### src/rtl/smooth_ctrl_pkg.sv
// smooth_ctrl shared types and sizing helpers.
// Frame sequencer for the t/x/y smoothing lanes.
package smooth_ctrl_pkg;

  typedef enum logic [1:0] {
    IDLE,
    RUN,
    FLUSH
  } state_t;

  function automatic int frame_pixels(input int w, input int h);
    return w * h;
  endfunction

  // bits needed to hold values 0..v-1
  function automatic int cnt_width(input int v);
    return (v <= 2) ? 1 : $clog2(v);
  endfunction

endpackage

### src/rtl/smooth_ctrl_raster.sv
// Raster coordinate generator for the output stream.
// Holds the coordinate of the next pixel to be emitted.
module raster_counter #(
  parameter int FRAME_WIDTH  = 1024,
  parameter int FRAME_HEIGHT = 768
) (
  input  logic                            clk,
  input  logic                            rst,
  input  logic                            clear,
  input  logic                            step,
  output logic [$clog2(FRAME_WIDTH)-1:0]  x,
  output logic [$clog2(FRAME_HEIGHT)-1:0] y,
  output logic                            last_col,
  output logic                            last_pix
);

  localparam int XW = $clog2(FRAME_WIDTH);
  localparam int YW = $clog2(FRAME_HEIGHT);

  assign last_col = (x == XW'(FRAME_WIDTH - 1));
  assign last_pix = last_col && (y == YW'(FRAME_HEIGHT - 1));

  // advance x then y in raster order, wrapping at frame end
  always_ff @(posedge clk or posedge rst) begin
    if (rst) begin
      x <= '0;
      y <= '0;
    end else if (clear) begin
      x <= '0;
      y <= '0;
    end else if (step) begin
      if (last_col) begin
        x <= '0;
        y <= last_pix ? '0 : y + 1'b1;
      end else begin
        x <= x + 1'b1;
      end
    end
  end

endmodule

### src/rtl/smooth_ctrl.sv
// Frame sequencer: input handshake, pipe enable,
// fill suppression, end-of-frame flush, output markers.
module smooth_ctrl
  import smooth_ctrl_pkg::*;
#(
  parameter int FRAME_WIDTH  = 1024,
  parameter int FRAME_HEIGHT = 768,
  parameter int PIPE_LATENCY = 2053
) (
  input  logic                            clk,
  input  logic                            rst,
  input  logic                            in_valid,
  input  logic                            in_sof,
  output logic                            in_ready,
  output logic                            pipe_en,
  output logic                            pipe_zero,
  output logic                            out_valid,
  input  logic                            out_ready,
  output logic [$clog2(FRAME_WIDTH)-1:0]  out_x,
  output logic [$clog2(FRAME_HEIGHT)-1:0] out_y,
  output logic                            out_sof,
  output logic                            out_eol,
  output logic                            out_eof,
  output logic                            frame_done,
  output logic                            err_sof,
  output logic                            busy
);

  localparam int N  = frame_pixels(FRAME_WIDTH, FRAME_HEIGHT);
  localparam int EW = cnt_width(N + PIPE_LATENCY);
  localparam int CW = cnt_width(N + 1);
  localparam int XW = $clog2(FRAME_WIDTH);
  localparam int YW = $clog2(FRAME_HEIGHT);

  state_t        state, state_nx;
  logic [EW-1:0] e;
  logic [CW-1:0] in_cnt;
  logic          stall, last_acc, done, step;
  logic [XW-1:0] rc_x;
  logic [YW-1:0] rc_y;
  logic          rc_last_col, rc_last_pix;

  assign stall    = out_valid & ~out_ready;
  assign last_acc = (state == RUN) & pipe_en
                  & (in_cnt == CW'(N - 1));
  assign done     = (state == FLUSH) & out_valid
                  & out_ready & out_eof;
  // enables past the fill window produce a real pixel
  assign step     = pipe_en & (e >= EW'(PIPE_LATENCY - 1));
  assign busy     = (state != IDLE);

  // state register
  always_ff @(posedge clk or posedge rst) begin
    if (rst) state <= IDLE;
    else     state <= state_nx;
  end

  // next-state decode
  always_comb begin
    state_nx = state;
    unique case (state)
      IDLE:    if (pipe_en) state_nx = (N == 1) ? FLUSH : RUN;
      RUN:     if (last_acc) state_nx = FLUSH;
      FLUSH:   if (done) state_nx = IDLE;
      default: state_nx = IDLE;
    endcase
  end

  // handshake and enable decode; never advance while output stalled
  always_comb begin
    in_ready  = 1'b0;
    pipe_en   = 1'b0;
    pipe_zero = 1'b0;
    unique case (state)
      IDLE: begin
        in_ready = 1'b1;
        pipe_en  = in_valid & in_sof & ~stall;
      end
      RUN: begin
        in_ready = ~stall;
        pipe_en  = in_valid & ~stall;
      end
      FLUSH: begin
        pipe_zero = 1'b1;
        pipe_en   = (e < EW'(N + PIPE_LATENCY - 1)) & ~stall;
      end
      default: ;
    endcase
  end

  // per-frame enable and input counters
  always_ff @(posedge clk or posedge rst) begin
    if (rst) begin
      e      <= '0;
      in_cnt <= '0;
    end else if (done) begin
      e      <= '0;
      in_cnt <= '0;
    end else if (pipe_en) begin
      e <= e + 1'b1;
      if (state != FLUSH) in_cnt <= in_cnt + 1'b1;
    end
  end

  raster_counter #(
    .FRAME_WIDTH (FRAME_WIDTH),
    .FRAME_HEIGHT(FRAME_HEIGHT)
  ) u_raster (
    .clk     (clk),
    .rst     (rst),
    .clear   (done),
    .step    (step),
    .x       (rc_x),
    .y       (rc_y),
    .last_col(rc_last_col),
    .last_pix(rc_last_pix)
  );

  // output valid and coordinate/marker registers
  always_ff @(posedge clk or posedge rst) begin
    if (rst) begin
      out_valid <= 1'b0;
      out_x     <= '0;
      out_y     <= '0;
      out_sof   <= 1'b0;
      out_eol   <= 1'b0;
      out_eof   <= 1'b0;
    end else if (step) begin
      out_valid <= 1'b1;
      out_x     <= rc_x;
      out_y     <= rc_y;
      out_sof   <= (rc_x == '0) && (rc_y == '0);
      out_eol   <= rc_last_col;
      out_eof   <= rc_last_pix;
    end else if (out_ready) begin
      out_valid <= 1'b0;
    end
  end

  // one-cycle status pulses
  always_ff @(posedge clk or posedge rst) begin
    if (rst) begin
      frame_done <= 1'b0;
      err_sof    <= 1'b0;
    end else begin
      frame_done <= done;
      err_sof    <= (state == RUN) & pipe_en & in_sof;
    end
  end

endmodule

### config.mk
export PLATFORM = sky130hd
export DESIGN_NAME = smooth_ctrl
export DESIGN_NICKNAME = d
export VERILOG_FILES = /design/src/rtl/smooth_ctrl_pkg.sv /design/src/rtl/smooth_ctrl_raster.sv /design/src/rtl/smooth_ctrl.sv
export SDC_FILE = /design/constraint.sdc
export NUM_CORES = 1
export LEC_CHECK = 0
export BUFFER_PORTS_ARGS = -buffer_cell sky130_fd_sc_hd__buf_2
export CAP_MARGIN = 20
export CORE_UTILIZATION = 30
export CTS_CLUSTER_SIZE = 30
export DETAILED_ROUTE_END_ITERATION = 10
export HOLD_SLACK_MARGIN = 0.15
export PLACE_DENSITY = 0.57
export SETUP_SLACK_MARGIN = 0.02
export SYNTH_ARGS = -nofsm -noshare
export SYNTH_HDL_FRONTEND = slang
export SYNTH_SLANG_ARGS = --single-unit
### constraint.sdc
create_clock -name clk -period 3.6 [get_ports clk]
set_input_delay 0.9 -clock clk [delete_from_list [all_inputs] [get_ports clk]]
set_output_delay 0.9 -clock clk [all_outputs]
set_load 0.05 [all_outputs]
==> run summary, run 1 <==
After routing, the total negative slack on setup checks comes to 0 ns. 35 I/O pins were placed. Together, buffers and inverters on the worst path number 4. In the final routed layout, each cell accounts on average for 14.6 um. The area growth from synthesis to layout is 16.0%. The non-filler instance count after layout came out at 686.

The kind of start point of the critical path is a register. Counting the fill cells in the layout gives 1,488. Setup repair after global routing left no endpoint under its margin.

Iteration-0 DRC count of the detailed router: 216. Global routing finished with a remaining overflow of 0. The tools report the summed instance area of the synthesized netlist as 4460 sq um. The number of setup violations in the final report was 0; the width of the die was 124 um. The region available for standard cell placement spans 14,500 sq um. Based on the critical path, the design can be clocked at up to 302 MHz.

The number of search-and-repair iterations in the first detailed-routing pass was 5. The logs give 49.4% for the post-synthesis sequential area ratio and 44 for the distinct cell type count after synthesis. The post-route netlist has 16.9% of its cells at a drive strength greater than 1. The slowest stage of the critical path is the sky130_fd_sc_hd__o21ai_0 cell.

The run gives 3 as the level count of the clock H-tree. The worst setup path category was reg -> out. Buffers inserted to repair hold after CTS numbered 0.

The placed wire-length estimate after detailed placement was 6710 um. The worst min-delay path category was reg -> reg. Tracing the worst setup path back leads to its startpoint at state[1]. The global placement routability congestion is 0.792. The tools report the number of post-CTS setup repair buffers as 0. For the static leakage, the log shows 2.43 nW. The total routing resource utilization after global routing is 14.0%. The run gives 3,390 as the via count of the first global-routing pass. Across the whole layout, storage elements account for 2200 sq um. The count of final max-slew check failures is 0, and the share of async-settable or async-resettable flops after synthesis is 100%. The initial antenna violation count was 0. In the finished design, the share of the clock period the worst path needs comes to 91.8%. TritonCTS built the clock tree. Walking the worst path, the cells encountered are inv_1 > ha_1 > inv_1 > o21ai_0 > a41oi_2 > nand2_1 > inv_1 > buf_2. For the gate count of the mapped netlist, the log shows 461.

Yosys instantiated no cell more often than sky130_fd_sc_hd__dfrtp_1. The critical register-to-register path startpoint was state[1]. The synthesized design spends more area on one cell type than any other, namely sky130_fd_sc_hd__dfrtp_1.

Post-CTS repair changed the size of 0 cells. Top flip-flop cell by instance count after synthesis: sky130_fd_sc_hd__dfrtp_1. The run gives 0 as the final-report hold violation count.

Largest delay contributor family on the critical path: compound AO/OA/AOI/OAI gates. The run gives 54 as the maximum number of pins on one net before global-route repair. The logs give 3,518 for the via count of the routed design and 0.34 ns for the clock latency of the later-clocked register in the worst-skew pair. The full die area is 15,400 sq um, and the wire length of the first global-routing pass is 16,700 um.

For this run, the post-layout net count is 513. Of all nets on the critical path, the largest fanout is 6. Between clock sinks in the finished design, the worst skew comes to 0.00569 ns. Counting stages on the worst path, the most repeated cell is sky130_fd_sc_hd__inv_1.

The run gives 0 as the number of max-cap violations. The number of cell rows came out at 44. In this run the remaining antenna-violating nets after routing total 0. For the worst setup path, the data required time is 2.70 ns.

The type of destination of the critical path was an output port. Once placement finished, the instance area stood at 4860 sq um. The cell chosen for the clock root was sky130_fd_sc_hd__clkbuf_16.

Counting tap cells, the placed design contains a total of 670 instances. For this run, the slowest stage of the critical path takes 0.49 ns. The final core utilization is 35.6%, and the via density per instance is 5.13. The logs give 30.7% for the effective utilization at floorplan and 0 for the count of warnings emitted by yosys. Buffers placed on the I/O ports in this run total 34.

The overall die height was 124 um. In this run, synthesis inferred 0 flip-flops with an integrated enable. Remaining design rule violation count: 0.

At the pin with the least slew margin, the transition time is 1.01 ns. For the number of buffers on the longest clock path, the log shows 2. The arrival time at the worst endpoint is 2.41 ns. The run finished with clean final reports. Clock-pin slew was measured on the worst setup and hold paths at 0.06 ns. The tools report the area occupied by multi-input gates as 2080 sq um. For the antenna cell count, the log shows 0.

In the synthesized netlist, the cells that appear most often are sky130_fd_sc_hd__dfrtp_1 (88), sky130_fd_sc_hd__nand2_1 (43), sky130_fd_sc_hd__nor2_1 (43), sky130_fd_sc_hd__o21ai_0 (25), sky130_fd_sc_hd__nand4_1 (23). In this run the tightest slew margin relative to its limit is 32.7%. By area the synthesized netlist is led by sky130_fd_sc_hd__dfrtp_1 (49%), sky130_fd_sc_hd__mux2_2 (4.0%), sky130_fd_sc_hd__xor2_1 (3.9%).

Synthesis inferred 88 register bits. The worst path needs 3.31 ns of the cycle, external delays included. The final cell area excluding filler cells is 5170 sq um, and the total nets after synthesis is 477.

The clock drives 88 sinks. IR analysis of the VDD net gives a maximum drop of 511 uV. Counting the buffers created by CTS gives 9. The tools report the critical hold path startpoint as out_sof. The total power per unit cell area is 563 nW/um^2, and the synthesized area per cell is 9.67 sq um.

Of the post-synthesis cell area, the dominant cell type holds 49.4%. After detailed routing, the total wire length is 9990 um.
-- routing by layer --
metal | vias to the layer above | global-route usage (%) | part of all wire, %
met2 | 75 | 22.2 | 46
met5 | - | 0 | 0
met3 | 11 | 3.30 | 4.2
met1 | 1722 | 19.0 | 49
li1 | 1710 | - | -
met4 | 0 | 4.24 | 1.2
-- area by class of cell --
type | count | area share, %
timing repair buffer | 45 | 5.13
tap | 184 | 4.45
inverter | 22 | 1.62
clock buffer | 12 | 4.96
clock inverter | 4 | 1.02
sequential | 88 | 42.6
multi-input combinational | 331 | 40.3
-- cells by family (layout without fill, tap and decap cells) --
kind of cell | count (synthesis) | in the layout | synth area share [%]
flip-flops | 88 | 88 | 49.4
buffers and inverters | 42 | 83 | 3.90
multiplexers | 17 | 17 | 4.26
XOR/XNOR | 30 | 30 | 5.89
adder cells (fa/ha/maj) | 11 | 11 | 3.09
AO/OA/AOI/OAI | 72 | 72 | 9.65
AND/OR/NAND/NOR | 201 | 201 | 23.8
-- state kept, by name, summed over array words and instances, names as in the netlist --
register and flops:
e 20, err_sof 1, frame_done 1, in_cnt 20
out_eof 1, out_eol 1, out_sof 1, out_valid 1
out_x 10, out_y 10, state 2, u_raster.x 10
u_raster.y 10
-- power breakdown --
group	total, mW	switching (mW)	internal (mW)
Combinational	0.747	0.515	0.232
Sequential	1.21	0.114	1.10
Clock	0.956	0.379	0.577
-- metrics by stage --
| stage | hold slack, ns | power, mW | worst slack, ns |
|---|---|---|---|
| finish | 0.483 | 2.91 | 0.294 |
| global route | 0.519 | 3.08 | 0.0619 |
| CTS | 0.490 | 2.95 | 0.296 |
| detailed placement | 0.471 | 1.97 | 0.463 |
| global placement | 0.469 | 1.96 | 0.505 |
| floorplan | 0.497 | 1.78 | 0.267 |
-- layout by cell type, fill, tap and decap left out, drive strengths merged, types with 2 or more instances in the layout --
master / Yosys / routed
and4: 3 / 3
nand3: 22 / 22
a31oi: 7 / 7
o21ai: 26 / 26
o211ai: 2 / 2
a21oi: 22 / 22
nor3: 7 / 7
and3: 16 / 16
nor2: 43 / 43
xor2: 20 / 20
o31ai: 6 / 6
nor4: 10 / 10
inv: 22 / 21
mux2: 16 / 16
clkinv: 0 / 4
ha: 11 / 11
nand4: 23 / 23
buf: 8 / 45
xnor2: 10 / 10
and2: 2 / 2
nor2b: 2 / 2
clkbuf: 12 / 12
or3: 14 / 14
or4: 11 / 11
dfrtp: 88 / 88
nand2: 43 / 43
o21a: 5 / 5
-- final timing paths --
check                            to  slack (ns)  cells after the start
max                         pipe_en        0.29                      8
max in group asynchronous  out_x[3]        2.17                      3
min reg2reg                 out_sof        0.48                      2
min                         out_sof        0.48                      2
max reg2reg                   e[19]        0.76                      9
min in group asynchronous  out_x[8]        0.74                      2
-- worst register-to-register path: cells and delay by family, from the launching register on --
kind                     cells  cell delay [ns]
AO/OA/AOI/OAI                3             0.39
flip-flops                   1             0.40
AND/OR/NAND/NOR              3             1.33
adder cells (fa/ha/maj)      1             0.31
buffers and inverters        2             0.33
Power figures use the tool's default switching activity.
==> run 2: changes to the inputs <==
Settings changed: CORE_ASPECT_RATIO from default to 1.5, CORE_MARGIN from default to 2, SYNTH_HIERARCHICAL from default to 1.
==> run 2 against run 1 <==
  * Cell count increased by 1.9%
  * Routed wire length increased by 7.9%
  * Combinational power decreased by 39%
  * Synthesized cell count fell by 2.2%
  * Sequential share of layout area down 1.4 points
  * First-iteration DRC count down 48%
  * Area after synthesis is 3.2% higher
  * Worst setup slack better by 0.014 ns
  * Flip-flop and latch count did not move
  * Clock skew increased by 0.0030 ns
  * Largest power group unchanged
==> run summary, run 2 <==
The run finished with clean final reports. The run gives 465 as the total nets after synthesis. The static leakage is 2.51 nW, and the clock latency of the later-clocked register in the worst-skew pair is 0.34 ns.

The floorplan has 55 rows. The maximum ir drop on the vdd rail was 226 uV; the count of warnings emitted by yosys was 6. Along the worst path, the maximum fanout reaches 9. The antenna cell count was 0; the effective utilization at floorplan was 30.5%.

Port buffering added 34 buffers. By instance count, the leading cell after synthesis is sky130_fd_sc_hd__dfrtp_1. The total power per unit cell area works out to 493 nW/um^2. Counting flops with a built-in enable in the synthesized netlist gives 0. The maximum number of pins on one net before global-route repair was 59. The floorplan step defined a die boundary enclosing 16,400 sq um.

Sorting the synthesized cells by area gives the leading types as sky130_fd_sc_hd__dfrtp_1 (48%), sky130_fd_sc_hd__mux2_4 (5.9%), sky130_fd_sc_hd__nand2_1 (3.8%). The count of final max-slew check failures is 0, and the total CTS buffers is 9. Per report_power, the clock group accounts for 35.6% of the total. The distinct cell type count after synthesis is 53. Clock-pin slew was measured on the worst setup and hold paths at 0.06 ns.

The kind of start point of the critical path was a register. The largest registers in the layout are e x20, in_cnt x20. Between clock sinks in the finished design, the worst skew comes to 0.00867 ns.

Max-cap violations in this run came to 0. Top flip-flop cell by instance count after synthesis: sky130_fd_sc_hd__dfrtp_1. The relative contribution of combinational cells to total power is 17.3%, and the net switching share of the total power is 30.9%. In this design, the largest share of critical-path delay is due to compound AO/OA/AOI/OAI gates. Synthesis produced a netlist whose cell count is 451. The final core utilization was 35.5%; the final-report hold violation count was 0. The average routed wire per standard cell is 15.4 um. Data arrives at the worst endpoint at 2.39 ns. The cell depth of the worst min-delay path came out at 1. The number of nets with antenna violations after routing came out at 0. TritonCTS built the clock tree.

The synthesized design contains 88 register bits. 35 I/O pins were placed. Number of setup violations in the final report: 0.

Based on the critical path, the design can be clocked at up to 304 MHz. The first TritonRoute pass finished after 4 iterations. The signal on the critical path passes through inv_1 > ha_1 > inv_1 > o21ai_0 > a41oi_4 > nand2_4 > inv_6 > buf_2. Sequential cells burn 47.1% of the power. The relative slew slack came out at 44.1%. Setup repair after global routing left no endpoint under its margin. In this run the worst hold path is classified as reg -> reg.

The logs give 3 for the level count of the clock H-tree and 0 for the total congestion overflow. The initial antenna violation count is 0. After detailed placement, the total cell area comes to 5050 sq um.

The power spent charging and discharging nets was 0.815 mW; the summed instance area of the synthesized netlist was 4600 sq um. The final critical path takes up 91.4% of the cycle. The transition time at the pin with the least slew margin works out to 0.837 ns. The tools report the global placement routability congestion as 0.842. Measured along the y axis, the die boundary spans 156 um.

The via density per instance is 5.07, and the post-synthesis sequential area ratio is 47.9%. Via count of the routed design: 3,543. Relative to the synthesized area, the layout overhead comes to 16.3%.

The total area inside the core boundary comes to 15,100 sq um. In this run the mean area of a mapped cell was 10.2 sq um. The tools report the type of destination of the critical path as an output port.

In this run the number of cells on the critical path is 8. Width of the die: 105 um. The total routing resource utilization after global routing was 13.8%; the critical path's largest stage delay was 0.51 ns. Leaving out fill and tap cells, the most frequent cell in the layout is sky130_fd_sc_hd__dfrtp_1. The tools report the final cell area excluding filler cells as 5350 sq um.

After synthesis, the share of flip-flops with an asynchronous set or reset is 100%. The via count of the first global-routing pass was 3,671; the non-filler instance count after layout was 699. The worst path needs 3.29 ns of the cycle, external delays included. The biggest area contributor in the post-synthesis netlist is sky130_fd_sc_hd__dfrtp_1. Cell count of the worst reg-to-reg path: 13. For the final routed database, the setup TNS stands at 0 ns. The detailed router finished its first iteration with 113 violations.

Counting tap cells, the placed design contains a total of 684 instances. The most frequent cell on the critical path is sky130_fd_sc_hd__inv_1. The logs give 88 for the clock net sink count and 7690 um for the placed wire-length estimate after detailed placement.

Cell internal power was estimated by the tool at 1.83 mW. The data required time at the worst endpoint was 2.70 ns. The worst setup path category was reg -> out.

The portion of synthesized cell area occupied by the leading cell type is 47.9%. In the layout the commonest cells are sky130_fd_sc_hd__dfrtp_1 (88), sky130_fd_sc_hd__nand2_1 (46), sky130_fd_sc_hd__nor2_1 (40). Wires add up to 10,800 um. The cell sitting at the root of the clock tree is a sky130_fd_sc_hd__clkbuf_16. After the last flow step, the layout net total stands at 510. The cell with the biggest individual delay on the critical path is sky130_fd_sc_hd__o21ai_0. The number of buffers and inverters on the critical path is 4. In the synthesized netlist, the cells that appear most often are sky130_fd_sc_hd__dfrtp_1 (88), sky130_fd_sc_hd__nand2_1 (46), sky130_fd_sc_hd__nor2_1 (40), sky130_fd_sc_hd__nand3_1 (26), sky130_fd_sc_hd__o21ai_0 (22).

The first global-routing pass estimated 18,200 um of wire. After detailed routing, the number of remaining DRC violations is 0. The fraction of final layout cells with drive strength greater than 1 was 19.4%.

In this run the deepest clock path goes through 2 buffers.
-- run 2: cell types whose count changed after synthesis, moves of 6 or more --
cell | previous run | this run
sky130_fd_sc_hd__mux2_2 | 16 | 5
sky130_fd_sc_hd__inv_1 | 22 | 16
sky130_fd_sc_hd__o21ai_1 | 1 | 8
sky130_fd_sc_hd__clkbuf_1 | 12 | 6
sky130_fd_sc_hd__nand2b_1 | 1 | 10
sky130_fd_sc_hd__mux2_4 | 0 | 18
sky130_fd_sc_hd__or4_1 | 11 | 2
sky130_fd_sc_hd__a31oi_1 | 7 | 0
sky130_fd_sc_hd__a32oi_1 | 0 | 7
-- run 2: final cells by class --
class	count	area (sq um)
multi-input cells	335	2270
clock buffers	10	239
repair buffers	45	265
clock inverters	5	57.6
well taps	199	249
inverters	17	68.8
flip-flops and latches	88	2200
fillers	1484	9720
-- run 2: layer usage --
layer  up-vias  part of all wire [%]  track usage, %
li1       1716                     -               -
met1      1759                    42            15.8
met2        52                    54            25.1
met3        16                   2.0            2.63
met4         0                   2.0            5.27
met5         -                     0               0
-- run 2: worst paths after layout --
kind / from / to / slack, ns
max: state[1] / pipe_en / 0.31
min reg2reg: out_eol / out_eol / 0.50
max in group asynchronous: rst / u_raster/x[8] / 2.33
min: out_eol / out_eol / 0.50
max reg2reg: state[1] / u_raster/y[1] / 0.52
min in group asynchronous: rst / out_y[7] / 0.51
-- run 2: per-stage QoR --
step           setup WS, ns  power, mW  hold slack [ns]
3_5_place_dp          0.139       1.72            0.488
5_1_grt               0.160       2.79            0.518
6_report              0.308       2.64            0.504
2_1_floorplan         0.118       1.58            0.479
4_1_cts               0.309       2.67            0.509
3_3_place_gp          0.244       1.71            0.493
-- run 2: worst reg2reg max path: stages (launching register included) --
cell and delay [ns]:
sky130_fd_sc_hd__dfrtp_1 0.42, sky130_fd_sc_hd__inv_1 0.10, sky130_fd_sc_hd__ha_1 0.32, sky130_fd_sc_hd__inv_1 0.04
sky130_fd_sc_hd__o21ai_0 0.51, sky130_fd_sc_hd__a41oi_4 0.22, sky130_fd_sc_hd__nand2_4 0.16, sky130_fd_sc_hd__inv_6 0.07
sky130_fd_sc_hd__o41ai_4 0.06, sky130_fd_sc_hd__inv_1 0.10, sky130_fd_sc_hd__and4_1 0.25, sky130_fd_sc_hd__a41oi_2 0.49
sky130_fd_sc_hd__nand2b_1 0.18, sky130_fd_sc_hd__o21ai_1 0.05
-- run 2: kinds of logic (layout without fill, tap and decap cells) --
kind of cell,count (synthesis),in the layout,synth area share (%)
flops,88,88,47.9
buf+inv,28,77,2.94
mux,28,28,8.18
xor+xnor,24,24,4.57
compound gates,71,71,10.4
simple gates,203,203,23.6
fa+ha+maj,9,9,2.45
-- run 2: power by group through the flow --
stage | Combinational, mW | Sequential [mW] | Clock [mW]
2_1_floorplan | 0.271 | 1.31 | 0
3_3_place_gp | 0.450 | 1.26 | 0
3_5_place_dp | 0.461 | 1.26 | 0
4_1_cts | 0.463 | 1.24 | 0.963
5_1_grt | 0.516 | 1.26 | 1.01
6_report | 0.458 | 1.24 | 0.939
-- run 2: timing repair --
action	4_1_cts	5_1_grt
hold buffers	0	0
setup endpoints to repair	0	2
resized for setup	0	1
buffers inserted	0	0
==> run 3: changes to the inputs <==
==> constraint.sdc (replaced) <==
create_clock -name clk -period 3.6 [get_ports clk]
set_input_delay 0.72 -clock clk [delete_from_list [all_inputs] [get_ports clk]]
set_output_delay 0.72 -clock clk [all_outputs]
set_load 0.05 [all_outputs]
==> run 3 against run 2 <==
  * Critical path depth rose by 5
  * Routed wire length up 0.71%
  * Clock skew down 0.0010 ns
==> run summary, run 3 (synthesis results as in run 2) <==
Commonest non-fill, non-tap cell in the layout: sky130_fd_sc_hd__dfrtp_1. Setup repair after global routing left no endpoint under its margin. In this design, the largest share of critical-path delay is due to compound AO/OA/AOI/OAI gates. The number of input and output port buffers inserted is 34, and the critical path's largest stage delay is 0.54 ns. Counting both buffers and inverters, the worst setup path holds a total of 4. The smallest clock period supported by the final layout is computed as 3.20 ns. The worst setup path is of the reg -> reg kind. For this design the static power due to leakage is 2.52 nW.

The logs give 5350 sq um for the final cell area excluding filler cells and 143 for the iteration-0 DRC count of the detailed router. The path class of the tightest hold or removal check is in -> async. The worst path uses 88.9% of the clock period.

For the worst-skew pair, the clock arrives at the later sink with an insertion delay of 0.34 ns. At the end of routability-driven placement, the weighted congestion stood at 0.808. Global routing consumed, over all layers together, 14.0% of the routing resources.

Clock skew on the completed layout was measured at 0.00766 ns. The setup check on the worst reg-to-reg path leaves a slack of 0.40 ns. The capture point of the worst reg-to-reg path is u_raster/y[1]. The tools report the count of final max-slew check failures as 0. TritonCTS built the clock tree. The die is 156 um tall.

The pre-antenna-repair detailed-routing pass consisted of 4 iterations. The width of the die came out at 105 um. The wire length of the first global-routing pass is 18,700 um. Once detailed placement completed, the half-perimeter wirelength came to 7940 um.

For the final-report hold violation count, the log shows 0. The aggregate negative setup slack is 0 ns, and the relative slew slack is 44.7%. After the last flow step, the layout net total stands at 509.

After detailed routing, the number of remaining DRC violations is 0. The total power per unit cell area works out to 504 nW/um^2. Based on the critical path, the design can be clocked at up to 312 MHz.

The effective utilization at floorplan was 30.5%; the area growth from synthesis to layout was 16.3%. The number of nets with antenna violations after routing was 0. The level count of the clock H-tree came out at 3. Traced cell by cell, the critical path runs through inv_1 > ha_1 > inv_1 > o21ai_0 > a41oi_4 > nand2_4 > inv_6 > o41ai_4 > inv_1 > and4_1 > a41oi_2 > nand2b_1 > o21ai_1. Once layout is complete, the utilization of the core stands at 35.5%. The final route contains 3,578 vias. The number of post-CTS setup repair buffers is 0, and the via density per instance is 5.12. The floorplan step defined a die boundary enclosing 16,400 sq um.

The antenna cell count is 0, and the number of cell rows is 55. Across the run, the number of max-cap violations was 0. The largest registers in the layout are e x20, in_cnt x20.

In this run the standard cell core region covers 15,100 sq um. The highest net fanout along the worst path was 10; the total CTS buffers was 9. The final layout contains routed wiring with a total length of 10,900 um. The initial antenna violation count was 0. Cells with a size suffix above 1 make up 18.8% of the layout. The tools report the maximum ir drop on the vdd rail as 228 uV. The tools report the via count of the first global-routing pass as 3,752. The maximum number of pins on one net before global-route repair was 33; the number of primary I/O pins was 35. The critical register-to-register path startpoint was state[1].

The number of cells on the worst reg-to-reg path is 13. For the worst setup path, the data required time is 3.82 ns. For the pin with the worst max-slew slack, the measured transition is 0.828 ns.

In the layout the commonest cells are sky130_fd_sc_hd__dfrtp_1 (88), sky130_fd_sc_hd__nand2_1 (46), sky130_fd_sc_hd__nor2_1 (40). In this run the deepest clock path goes through 2 buffers. The average routed wire per standard cell is 15.5 um, and the arrival time at the worst endpoint is 3.42 ns. After clock tree synthesis, the clock-pin slew on the worst setup and hold paths is 0.07 ns. Global routing finished with a remaining overflow of 0. The flow ran to the end, and the final reports show no timing, DRC or antenna violations. The type of destination of the critical path is a register.

Setup violations remaining at the end of the flow were counted as 0. The clock net sink count is 88. The most numerous cell type found on the critical path is sky130_fd_sc_hd__inv_1. STA classifies the critical path startpoint as a register.

The cell with the biggest individual delay on the critical path is sky130_fd_sc_hd__o21ai_0. The instance area at placement is 5030 sq um. The tree is rooted in a sky130_fd_sc_hd__clkbuf_16.
[run 3: changes by cell type in the layout (fill, tap and decap cells not counted), sizes merged]
cell      before  now
clkinvlp       3    0
clkbuf        10   12
buf           45   44
bufinv         1    2
inv           17   18
[run 3: worst max-delay path by stage]
stage / start / end / slack [ns] / depth (start not counted)
after floorplan: out_ready / u_raster/y[5] / 0.30 / 12
after global placement: out_ready / u_raster/y[5] / 0.31 / 12
after detailed placement: state[1] / u_raster/y[1] / 0.19 / 13
after CTS: state[1] / u_raster/y[1] / 0.18 / 13
after global routing: state[1] / u_raster/y[2] / 0.22 / 13
final: state[1] / u_raster/y[1] / 0.40 / 13
[run 3: worst reg2reg max path, cell delays in order, from the launching register on]
cell and delay [ns]:
sky130_fd_sc_hd__dfrtp_1 0.39, sky130_fd_sc_hd__inv_1 0.09, sky130_fd_sc_hd__ha_1 0.31, sky130_fd_sc_hd__inv_1 0.04, sky130_fd_sc_hd__o21ai_0 0.54, sky130_fd_sc_hd__a41oi_4 0.28, sky130_fd_sc_hd__nand2_4 0.19, sky130_fd_sc_hd__inv_6 0.07
sky130_fd_sc_hd__o41ai_4 0.06, sky130_fd_sc_hd__inv_1 0.10, sky130_fd_sc_hd__and4_1 0.26, sky130_fd_sc_hd__a41oi_2 0.51, sky130_fd_sc_hd__nand2b_1 0.18, sky130_fd_sc_hd__o21ai_1 0.06
[run 3: power breakdown]
group          switching [mW]  leakage (nW)  internal, mW
combinational           0.283          1.18         0.173
clock                   0.382         0.151         0.613
sequential              0.144          1.19          1.10
[run 3: layer usage]
layer	vias to the layer above	part of all wire (%)	global-route usage, %
met2	67	54	26.4
met5	-	0	0
li1	1714	-	-
met1	1779	41	15.8
met3	18	2.8	2.55
met4	0	2.2	4.83
[run 3: area by class of cell]
class,count,area (sq um)
clock buffers,12,236
clock inverters,4,77.6
fillers,1511,9720
inverters,17,68.8
multi-input cells,335,2270
flip-flops and latches,88,2200
well taps,199,249
repair buffers,44,245
[run 3: metrics by stage]
step                      worst slack, ns  hold WS [ns]  instances  power (mW)
after global routing                0.215         0.534        699        2.85
after global placement              0.308         0.492        683        1.71
final                               0.399         0.504        699        2.69
after CTS                           0.179         0.510        699        2.74
after detailed placement            0.192         0.490        683        1.72
after floorplan                     0.298         0.479        451        1.58
[run 3: timing repair]
item / 4_1_cts / 5_1_grt
endpoints found under the setup margin: 0 / 6
hold buffers: 0 / 0
resized for setup: 0 / 1
